<file path="src/rtl/generador_frecuencia.sv">
// BCD-programmed 50% square-wave generator: load->commit takes 4+DIV_W cycles (5 for f=0); cargar is ignored while ocupado.
// Define GENFREC_PULSO_EN to generate the one-cycle pulso strobe on each rising edge of salida.
module generador_frecuencia #(
    parameter int CLK_HZ = 50_000_000,
    parameter int DIV_W  = 26
) (
    input  logic        clock,
    input  logic        reset_n,
    input  logic [3:0]  miles,
    input  logic [3:0]  centenas,
    input  logic [3:0]  decenas,
    input  logic [3:0]  unidades,
    input  logic        cargar,
    output logic        salida,
    output logic        ocupado,
    output logic [13:0] frecuencia,
    output logic        error,
    output logic        pulso
);

    localparam logic [1:0] S_IDLE    = 2'd0;
    localparam logic [1:0] S_CONVERT = 2'd1;
    localparam logic [1:0] S_DIVIDE  = 2'd2;
    localparam logic [1:0] S_RUN     = 2'd3;

    localparam int               CNT_W   = $clog2(DIV_W) + 1;
    localparam logic [DIV_W-1:0] HALF_HZ = DIV_W'(CLK_HZ / 2);

    logic [1:0]       state_q, state_d;
    logic [CNT_W-1:0] step_q, step_d;
    logic [15:0]      hold_q, hold_d;
    logic [13:0]      acc_q, acc_d;
    logic [13:0]      rem_q, rem_d;
    logic [DIV_W-1:0] quo_q, quo_d;
    logic [DIV_W-1:0] half_q, half_d;
    logic [DIV_W-1:0] cnt_q, cnt_d;
    logic [13:0]      frec_q, frec_d;
    logic             salida_q, salida_d;
    logic             error_q, error_d;
    logic             run_q, run_d;

    logic             digit_bad;
    logic [3:0]       digit;
    logic [14:0]      rem_sh;
    logic             div_ge;
    logic [13:0]      rem_sub;
    logic [DIV_W-1:0] quo_n;

    assign digit_bad = (miles > 4'd9) || (centenas > 4'd9) ||
                       (decenas > 4'd9) || (unidades > 4'd9);

    always_comb begin
        digit = hold_q[3:0];
        case (step_q[1:0])
            2'd0:    digit = hold_q[15:12];
            2'd1:    digit = hold_q[11:8];
            2'd2:    digit = hold_q[7:4];
            default: digit = hold_q[3:0];
        endcase
    end

    // Restoring division: dividend bits shift out of quo_q MSB-first while quotient bits shift in.
    assign rem_sh  = {rem_q, quo_q[DIV_W-1]};
    assign div_ge  = rem_sh >= {1'b0, acc_q};
    assign rem_sub = 14'(rem_sh - {1'b0, acc_q});
    assign quo_n   = {quo_q[DIV_W-2:0], div_ge};

    always_comb begin
        state_d  = state_q;
        step_d   = step_q;
        hold_d   = hold_q;
        acc_d    = acc_q;
        rem_d    = rem_q;
        quo_d    = quo_q;
        half_d   = half_q;
        cnt_d    = cnt_q;
        frec_d   = frec_q;
        salida_d = salida_q;
        error_d  = error_q;
        run_d    = run_q;

        // The current waveform keeps running while a new setting is being computed.
        if (run_q) begin
            if (cnt_q == half_q - DIV_W'(1)) begin
                cnt_d    = '0;
                salida_d = ~salida_q;
            end else begin
                cnt_d = cnt_q + DIV_W'(1);
            end
        end

        case (state_q)
            S_CONVERT: begin
                acc_d  = 14'(acc_q * 14'd10) + {10'd0, digit};
                step_d = step_q + CNT_W'(1);
                if (step_q == CNT_W'(3)) begin
                    step_d  = '0;
                    state_d = S_DIVIDE;
                end
            end
            S_DIVIDE: begin
                if (acc_q == 14'd0) begin
                    frec_d   = '0;
                    salida_d = 1'b0;
                    cnt_d    = '0;
                    run_d    = 1'b0;
                    state_d  = S_IDLE;
                end else begin
                    rem_d  = div_ge ? rem_sub : rem_sh[13:0];
                    quo_d  = quo_n;
                    step_d = step_q + CNT_W'(1);
                    if (step_q == CNT_W'(DIV_W - 1)) begin
                        half_d   = (quo_n == '0) ? DIV_W'(1) : quo_n;
                        frec_d   = acc_q;
                        cnt_d    = '0;
                        salida_d = 1'b0;
                        run_d    = 1'b1;
                        step_d   = '0;
                        state_d  = S_RUN;
                    end
                end
            end
            default: begin
                if (cargar) begin
                    if (digit_bad) begin
                        error_d = 1'b1;
                    end else begin
                        error_d = 1'b0;
                        hold_d  = {miles, centenas, decenas, unidades};
                        acc_d   = '0;
                        rem_d   = '0;
                        quo_d   = HALF_HZ;
                        step_d  = '0;
                        state_d = S_CONVERT;
                    end
                end
            end
        endcase
    end

    always_ff @(posedge clock or negedge reset_n) begin
        if (!reset_n) begin
            state_q  <= S_IDLE;
            step_q   <= '0;
            hold_q   <= '0;
            acc_q    <= '0;
            rem_q    <= '0;
            quo_q    <= '0;
            half_q   <= '0;
            cnt_q    <= '0;
            frec_q   <= '0;
            salida_q <= 1'b0;
            error_q  <= 1'b0;
            run_q    <= 1'b0;
        end else begin
            state_q  <= state_d;
            step_q   <= step_d;
            hold_q   <= hold_d;
            acc_q    <= acc_d;
            rem_q    <= rem_d;
            quo_q    <= quo_d;
            half_q   <= half_d;
            cnt_q    <= cnt_d;
            frec_q   <= frec_d;
            salida_q <= salida_d;
            error_q  <= error_d;
            run_q    <= run_d;
        end
    end

    assign salida     = salida_q;
    assign ocupado    = (state_q == S_CONVERT) || (state_q == S_DIVIDE);
    assign frecuencia = frec_q;
    assign error      = error_q;

`ifdef GENFREC_PULSO_EN
    logic salida_prev_q;

    always_ff @(posedge clock or negedge reset_n) begin
        if (!reset_n) begin
            salida_prev_q <= 1'b0;
        end else begin
            salida_prev_q <= salida_q;
        end
    end

    assign pulso = salida_q & ~salida_prev_q;
`else
    assign pulso = 1'b0;
`endif

endmodule

</file>
<file path="config.mk">
export PLATFORM = sky130hd
export DESIGN_NAME = generador_frecuencia
export DESIGN_NICKNAME = d
export VERILOG_FILES = /design/src/rtl/generador_frecuencia.sv
export SDC_FILE = /design/constraint.sdc
export NUM_CORES = 1
export LEC_CHECK = 0
export CAP_MARGIN = 25
export CORE_ASPECT_RATIO = 1.25
export CORE_UTILIZATION = 62
export DETAILED_ROUTE_END_ITERATION = 8
export PLACE_DENSITY_LB_ADDON = 0.1
export SYNTH_ARGS = -nofsm -noshare
export SYNTH_HDL_FRONTEND = slang
export SYNTH_SLANG_ARGS = --single-unit
export TNS_END_PERCENT = 30
</file>
<file path="constraint.sdc">
create_clock -name clock -period 4.2 [get_ports clock]
set_input_delay 0.63 -clock clock [delete_from_list [all_inputs] [get_ports clock]]
set_output_delay 0.63 -clock clock [all_outputs]
set_load 0.05 [all_outputs]
</file>
==> impl_metrics.env, run 1 <==
export IMPL_status="completed"
export IMPL_clkTransAtPathRegs_ns=0.06
export IMPL_p_leak_uw=0.00452
export IMPL_core_area_mm2=0.0135
export IMPL_place_ws_ns=0.854
export IMPL_pin_count=37
export IMPL_arrival_ns=3.71
export IMPL_timing_fmax_mhz=293
export IMPL_grt_ovfl_total=0
export IMPL_maxCapViolCount=0
export IMPL_fp_dieW_um=108
export IMPL_crit_family="simple AND/OR/NAND/NOR gates"
export IMPL_final_cells=1082
export IMPL_worst_slack_ns=0.789
export IMPL_area_growth_pct=12.9
export IMPL_rows=47
export IMPL_cts_setup_buffers=0
export IMPL_slew_viol_final=0
export IMPL_drive_gt1_frac=0.127
export IMPL_path_class="reg2reg"
export IMPL_vdd_drop_max_uv=472
export IMPL_crit_top_cell="or3_1"
export IMPL_synth_ff_type="dfrtp_1"
export IMPL_cts_sinks=147
export IMPL_synth_area_mm2=0.00868
export IMPL_syn_area_per_cell_um2=10.0
export IMPL_setup_viol=0
export IMPL_vias=6697
export IMPL_synthArstFlopShare=1.00
export IMPL_synth_top_area_frac=0.424
export IMPL_htreeDepth=4
export IMPL_powerDensity_mw_per_mm2=651
export IMPL_cp_slowest_cell="or3_1"
export IMPL_cts_tree="yes"
export IMPL_dr_first_iter_drc_count=395
export IMPL_critPathRequiredTime_ns=4.50
export IMPL_grt_pass1_vias=6866
export IMPL_synthDistinctLibCells=60
export IMPL_grt_max_degree=114
export IMPL_synth_top_cell_by_area="dfrtp_1"
export IMPL_numCtsBuffers=17
export IMPL_antenna_found_initial=0
export IMPL_regToRegSetupSlack_ns=0.79
export IMPL_fin_tns_setup_ns=0
export IMPL_hold_path_class="reg2reg"
export IMPL_yosys_register_bits=147
export IMPL_synth_edff_count=0
export IMPL_yosysSeqAreaShare=0.424
export IMPL_drt_pass1_iter_count=5
export IMPL_relSlewSlack=0.332
export IMPL_period_needed_ns=3.41
export IMPL_routedWlPerCell_um=18.4
export IMPL_n_fill_cell=986
export IMPL_drc=0
export IMPL_synth_area_leaders="dfrtp_1 (42%), ha_1 (6.3%), mux2_2 (5.5%)"
export IMPL_syn_nets=932
export IMPL_numPortBuffers=35
export IMPL_ant_nets=0
export IMPL_ctsRootBufferMaster="clkbuf_16"
export IMPL_gp_congestion=0.935
export IMPL_critical_path_cell_chain="or3_1, or3_1, nor3_1, xor2_1, nor4_1, a211oi_2, o41ai_4, buf_4, nor2_1"
export IMPL_n_antenna_cell=0
export IMPL_yosys_warnings=0
export IMPL_cp_end_kind="register"
export IMPL_clockBufferDepth=2
export IMPL_synth_common_cells="dfrtp_1 (147), nand2_1 (77), nor2_1 (48), xor2_1 (45), ha_1 (44)"
export IMPL_dp_hpwl_um=14400
export IMPL_tightest_slew_ns=0.999
export IMPL_holdWs_ns=0.505
export IMPL_path_buf_inv=1
export IMPL_wirelength_um=19900
export IMPL_fin_nets=964
export IMPL_start_util=0.644
export IMPL_hold_viol=0
export IMPL_cp_slowest_stage_delay_ns=0.57
export IMPL_yosysMostFrequentCell="dfrtp_1"
export IMPL_grt_pass1_wl_um=33300
export IMPL_fin_skew_ns=0.00593
export IMPL_min_period_over_period=0.812
export IMPL_dp_cells=1048
export IMPL_syn_inst=866
export IMPL_startpoint_type="register"
export IMPL_rsz0062_at_grt="false"
export IMPL_clk_latency_ns=0.43
export IMPL_dieArea_mm2=0.0145
export IMPL_die_y_um=134
export IMPL_crit_fanout=25
export IMPL_viasPerCell=6.19
export IMPL_grt_usage=0.297
[path summary, 6_finish.rpt]
check	startpoint	cells after the start	to
worst max-delay path	half_q[2]	9	cnt_q[25]
worst max register to register	half_q[2]	9	cnt_q[25]
worst min-delay path	hold_q[2]	1	hold_q[2]
min in group asynchronous	reset_n	2	half_q[5]
max in group asynchronous	reset_n	4	cnt_q[6]
worst min register to register	hold_q[2]	1	hold_q[2]
[cells in the final DEF (no fill, tap or decap), types with 4 or more instances in the layout]
cell type and instances:
o21ai_0 43, clkbuf_16 17, nor3_1 23, nor2b_1 11, ha_1 44, dfrtp_1 147, inv_1 39, xnor2_1 40
nor2_2 20, buf_4 9, a22o_1 36, nor4_1 14, nand3_1 25, xor2_1 45, a21oi_1 16, a21o_1 10
nor2_1 47, nand4_1 17, mux2i_1 12, o22a_1 13, or4_1 4, a31oi_1 7, o211ai_1 4, mux2_2 42
o21a_1 10, clkinv_4 6, o31ai_1 4, nand2b_1 17, nand2_1 77, clkdlybuf4s50_1 34, or3_1 10
[flip-flops by register name, indices dropped and copies added (netlist names)]
signal / cells
frecuencia: 14
rem_q: 14
cnt_q: 26
state_q: 2
run_q: 1
acc_q: 14
step_q: 6
half_q: 26
salida: 1
hold_q: 16
error: 1
quo_q: 26
[report_power, final]
group          total [uW]  internal, uW  switching (uW)
registers            2080          1730             346
clock network        1510           908             602
logic                2790          1280            1510
[what timing repair did]
| item | in CTS | in global routing |
|---|---|---|
| hold endpoints to repair | 0 | 3 |
| gates resized for setup | 0 | 0 |
| hold buffers | 0 | 1 |
| endpoints found under the setup margin | 0 | 0 |
[cell type report]
| cell class | count | area (um^2) | share of cell area |
|---|---|---|---|
| clock buffer | 21 | 460 | 0.0470 |
| clock inverter | 11 | 130 | 0.0133 |
| inverter | 39 | 146 | 0.0150 |
| multi-input combinational | 647 | 4710 | 0.481 |
| sequential | 147 | 3680 | 0.376 |
| tap | 171 | 214 | 0.0219 |
| timing repair buffer | 46 | 457 | 0.0466 |
[metal layers]
| metal | global-route usage | routed length (um) | up-vias |
|---|---|---|---|
| met4 | 0.143 | 678 | 0 |
| met5 | 0 | 0 | - |
| met1 | 0.342 | 8230 | 3360 |
| li1 | - | - | 3176 |
| met3 | 0.0491 | 516 | 45 |
| met2 | 0.531 | 10400 | 116 |
[logic make-up after synthesis]
kind of cell / after synthesis / share of synthesized area
xor gates and xnor gates: 85 / 0.0858
DFF: 147 / 0.424
and+or+nand+nor: 289 / 0.172
adders and majority gates: 47 / 0.0704
buffers and inverters: 72 / 0.0350
other: 1 / 0.000432
AOI/OAI and AO/OA: 170 / 0.143
muxes: 55 / 0.0697
[worst register-to-register path, stage by stage, from the launching register on]
cell	delay, ns
dfrtp_1	0.46
or3_1	0.57
or3_1	0.50
nor3_1	0.35
xor2_1	0.12
nor4_1	0.31
a211oi_2	0.13
o41ai_4	0.33
buf_4	0.39
nor2_1	0.12
[per-stage QoR]
| stage | total power [uW] | utilization | cell area [um^2] |
|---|---|---|---|
| after floorplan | 4160 | - | 8680 |
| after global placement | 4720 | 0.680 | 9160 |
| after detailed placement | 4850 | 0.680 | 9160 |
| after CTS | 6380 | 0.724 | 9750 |
| after global routing | 6810 | 0.727 | 9790 |
| final | 6380 | 0.727 | 9790 |
Note: power is estimated with default switching activity, not from simulation.
==> run 2, diff against run 1 <==
CORE_UTILIZATION = 56   (was 62)
clock period = 3.09 ns   (was 4.2 ns; I/O delays follow)
==> impl_metrics.env, run 2 (synthesized netlist as in run 1, its figures left out) <==
export IMPL_clk_latency_ns=0.43
export IMPL_crit_top_cell="or4_4"
export IMPL_vias=6856
export IMPL_ctsRootBufferMaster="clkbuf_16"
export IMPL_relSlewSlack=0.350
export IMPL_grt_pass1_wl_um=33800
export IMPL_cp_num_cells=10
export IMPL_crit_family="simple AND/OR/NAND/NOR gates"
export IMPL_dieArea_mm2=0.0160
export IMPL_antenna_found_initial=0
export IMPL_cp_end_kind="register"
export IMPL_powerDensity_mw_per_mm2=862
export IMPL_grt_usage=0.271
export IMPL_rsz0062_at_grt="true"
export IMPL_grt_pass1_vias=7015
export IMPL_p_leak_uw=0.00476
export IMPL_startpoint_type="register"
export IMPL_power_uw=8870
export IMPL_n_antenna_cell=0
export IMPL_htreeDepth=4
export IMPL_critical_path_cell_chain="or4_4, or4_4, nor3_2, mux2_1, and4_4, nand4_4, o41ai_4, buf_6, clkbuf_16, nor2_2"
export IMPL_fin_nets=1002
export IMPL_drive_gt1_frac=0.179
export IMPL_regToRegSetupSlack_ns=0.02
export IMPL_die_y_um=141
export IMPL_reg_largest_list="cnt_q: 26 flops, half_q: 26 flops, quo_q: 26 flops"
export IMPL_start_util=0.575
export IMPL_core_area_mm2=0.0151
export IMPL_gp_congestion=0.904
export IMPL_critPathRequiredTime_ns=3.40
export IMPL_grt_ovfl_total=0
export IMPL_setup_viol=0
export IMPL_final_cell_mix="dfrtp_1 (146), nand2_1 (77), nor2_1 (46)"
export IMPL_dr_first_iter_drc_count=320
export IMPL_reg2reg_depth=10
export IMPL_pin_count=37
export IMPL_rows=50
export IMPL_drc=0
export IMPL_clockBufferDepth=2
export IMPL_place_ws_ns=0.0419
export IMPL_worst_slack_ns=0.0248
export IMPL_cp_slowest_stage_delay_ns=0.60
export IMPL_dp_hpwl_um=15100
export IMPL_min_period_over_period=0.992
export IMPL_area_growth_pct=18.6
export IMPL_hold_path_class="in2async"
export IMPL_worstReg2RegStart="half_q[10]"
export IMPL_maxCapViolCount=0
export IMPL_vdd_drop_max_uv=655
export IMPL_crit_fanout=6
export IMPL_numCtsBuffers=17
export IMPL_grt_max_degree=111
export IMPL_numPortBuffers=35
export IMPL_clkTransAtPathRegs_ns=0.06
export IMPL_routedWlPerCell_um=17.9
export IMPL_slew_viol_final=0
export IMPL_cts_sinks=147
export IMPL_ant_nets=0
export IMPL_fp_dieW_um=113
export IMPL_path_class="reg2reg"
export IMPL_period_needed_ns=3.07
export IMPL_cts_tree="yes"
export IMPL_timing_fmax_mhz=326
export IMPL_path_buf_inv=2
export IMPL_viasPerCell=5.93
export IMPL_reg2reg_to="cnt_q[23]"
export IMPL_final_common_cell="dfrtp_1"
export IMPL_cp_slowest_cell="or4_4"
export IMPL_wirelength_um=20700
export IMPL_drt_pass1_iter_count=5
export IMPL_tightest_slew_ns=0.971
export IMPL_fin_skew_ns=0.00997
export IMPL_hold_viol=0
export IMPL_arrival_ns=3.38
export IMPL_status="completed"
==> run 2: layout make-up <==
type / instances / area [um^2]
clock inverter: 13 / 173
clock buffer: 19 / 433
multi-input combinational: 647 / 4800
tap: 208 / 260
timing repair buffer: 84 / 797
inverter: 39 / 146
sequential: 147 / 3680
fill: 1171 / 4790
==> run 2: worst max path at each step <==
stage           endpoint       start
6_report       cnt_q[23]  half_q[10]
5_1_grt        cnt_q[23]  half_q[10]
4_1_cts        cnt_q[25]  half_q[10]
3_5_place_dp   cnt_q[25]  half_q[10]
3_3_place_gp   cnt_q[25]  half_q[10]
2_1_floorplan  cnt_q[14]   half_q[6]
==> run 2: timing repair <==
| item | 4_1_cts | 5_1_grt |
|---|---|---|
| endpoints found under the setup margin | 0 | 27 |
| resized for setup | 0 | 21 |
| hold buffers | 0 | 1 |
| endpoints found under the hold margin | 0 | 15 |
| setup buffers | 0 | 6 |
==> run 2: report_power, final <==
part | total, uW | internal, uW | switching [uW]
registers | 2760 | 2350 | 410
logic | 3990 | 1860 | 2120
clock network | 2130 | 1280 | 841
==> run 2: stage by stage <==
stage | util | std cells | hold WS (ns) | instance area (um^2) | setup TNS [ns]
finish | 0.682 | 1157 | 0.438 | 10300 | 0
global route | 0.682 | 1157 | 0.440 | 10300 | -1.23
CTS | 0.666 | 1146 | 0.236 | 10000 | 0
detailed placement | 0.626 | 1114 | 0.478 | 9440 | 0
global placement | 0.626 | 1114 | 0.463 | 9440 | 0
floorplan | - | 866 | 0.168 | 8680 | 0
==> run 2: routing by layer <==
layer,global-route usage,up-vias,share of wire
met1,0.316,3384,0.41
met3,0.0434,61,0.029
met4,0.133,0,0.043
met5,0,-,0
met2,0.481,154,0.52
li1,-,3257,-
==> run 3, diff against run 2 <==
--- a/constraint.sdc
+++ b/constraint.sdc
@@ -3,2 +3,2 @@
 set_output_delay 0.4635 -clock clock [all_outputs]
-set_load 0.05 [all_outputs]
+set_load 0.02 [all_outputs]
==> results of run 3 <==
The final DEF is identical to that of run 2. Status: completed.
Main changes from that run: total power 8870 uW -> 8820 uW
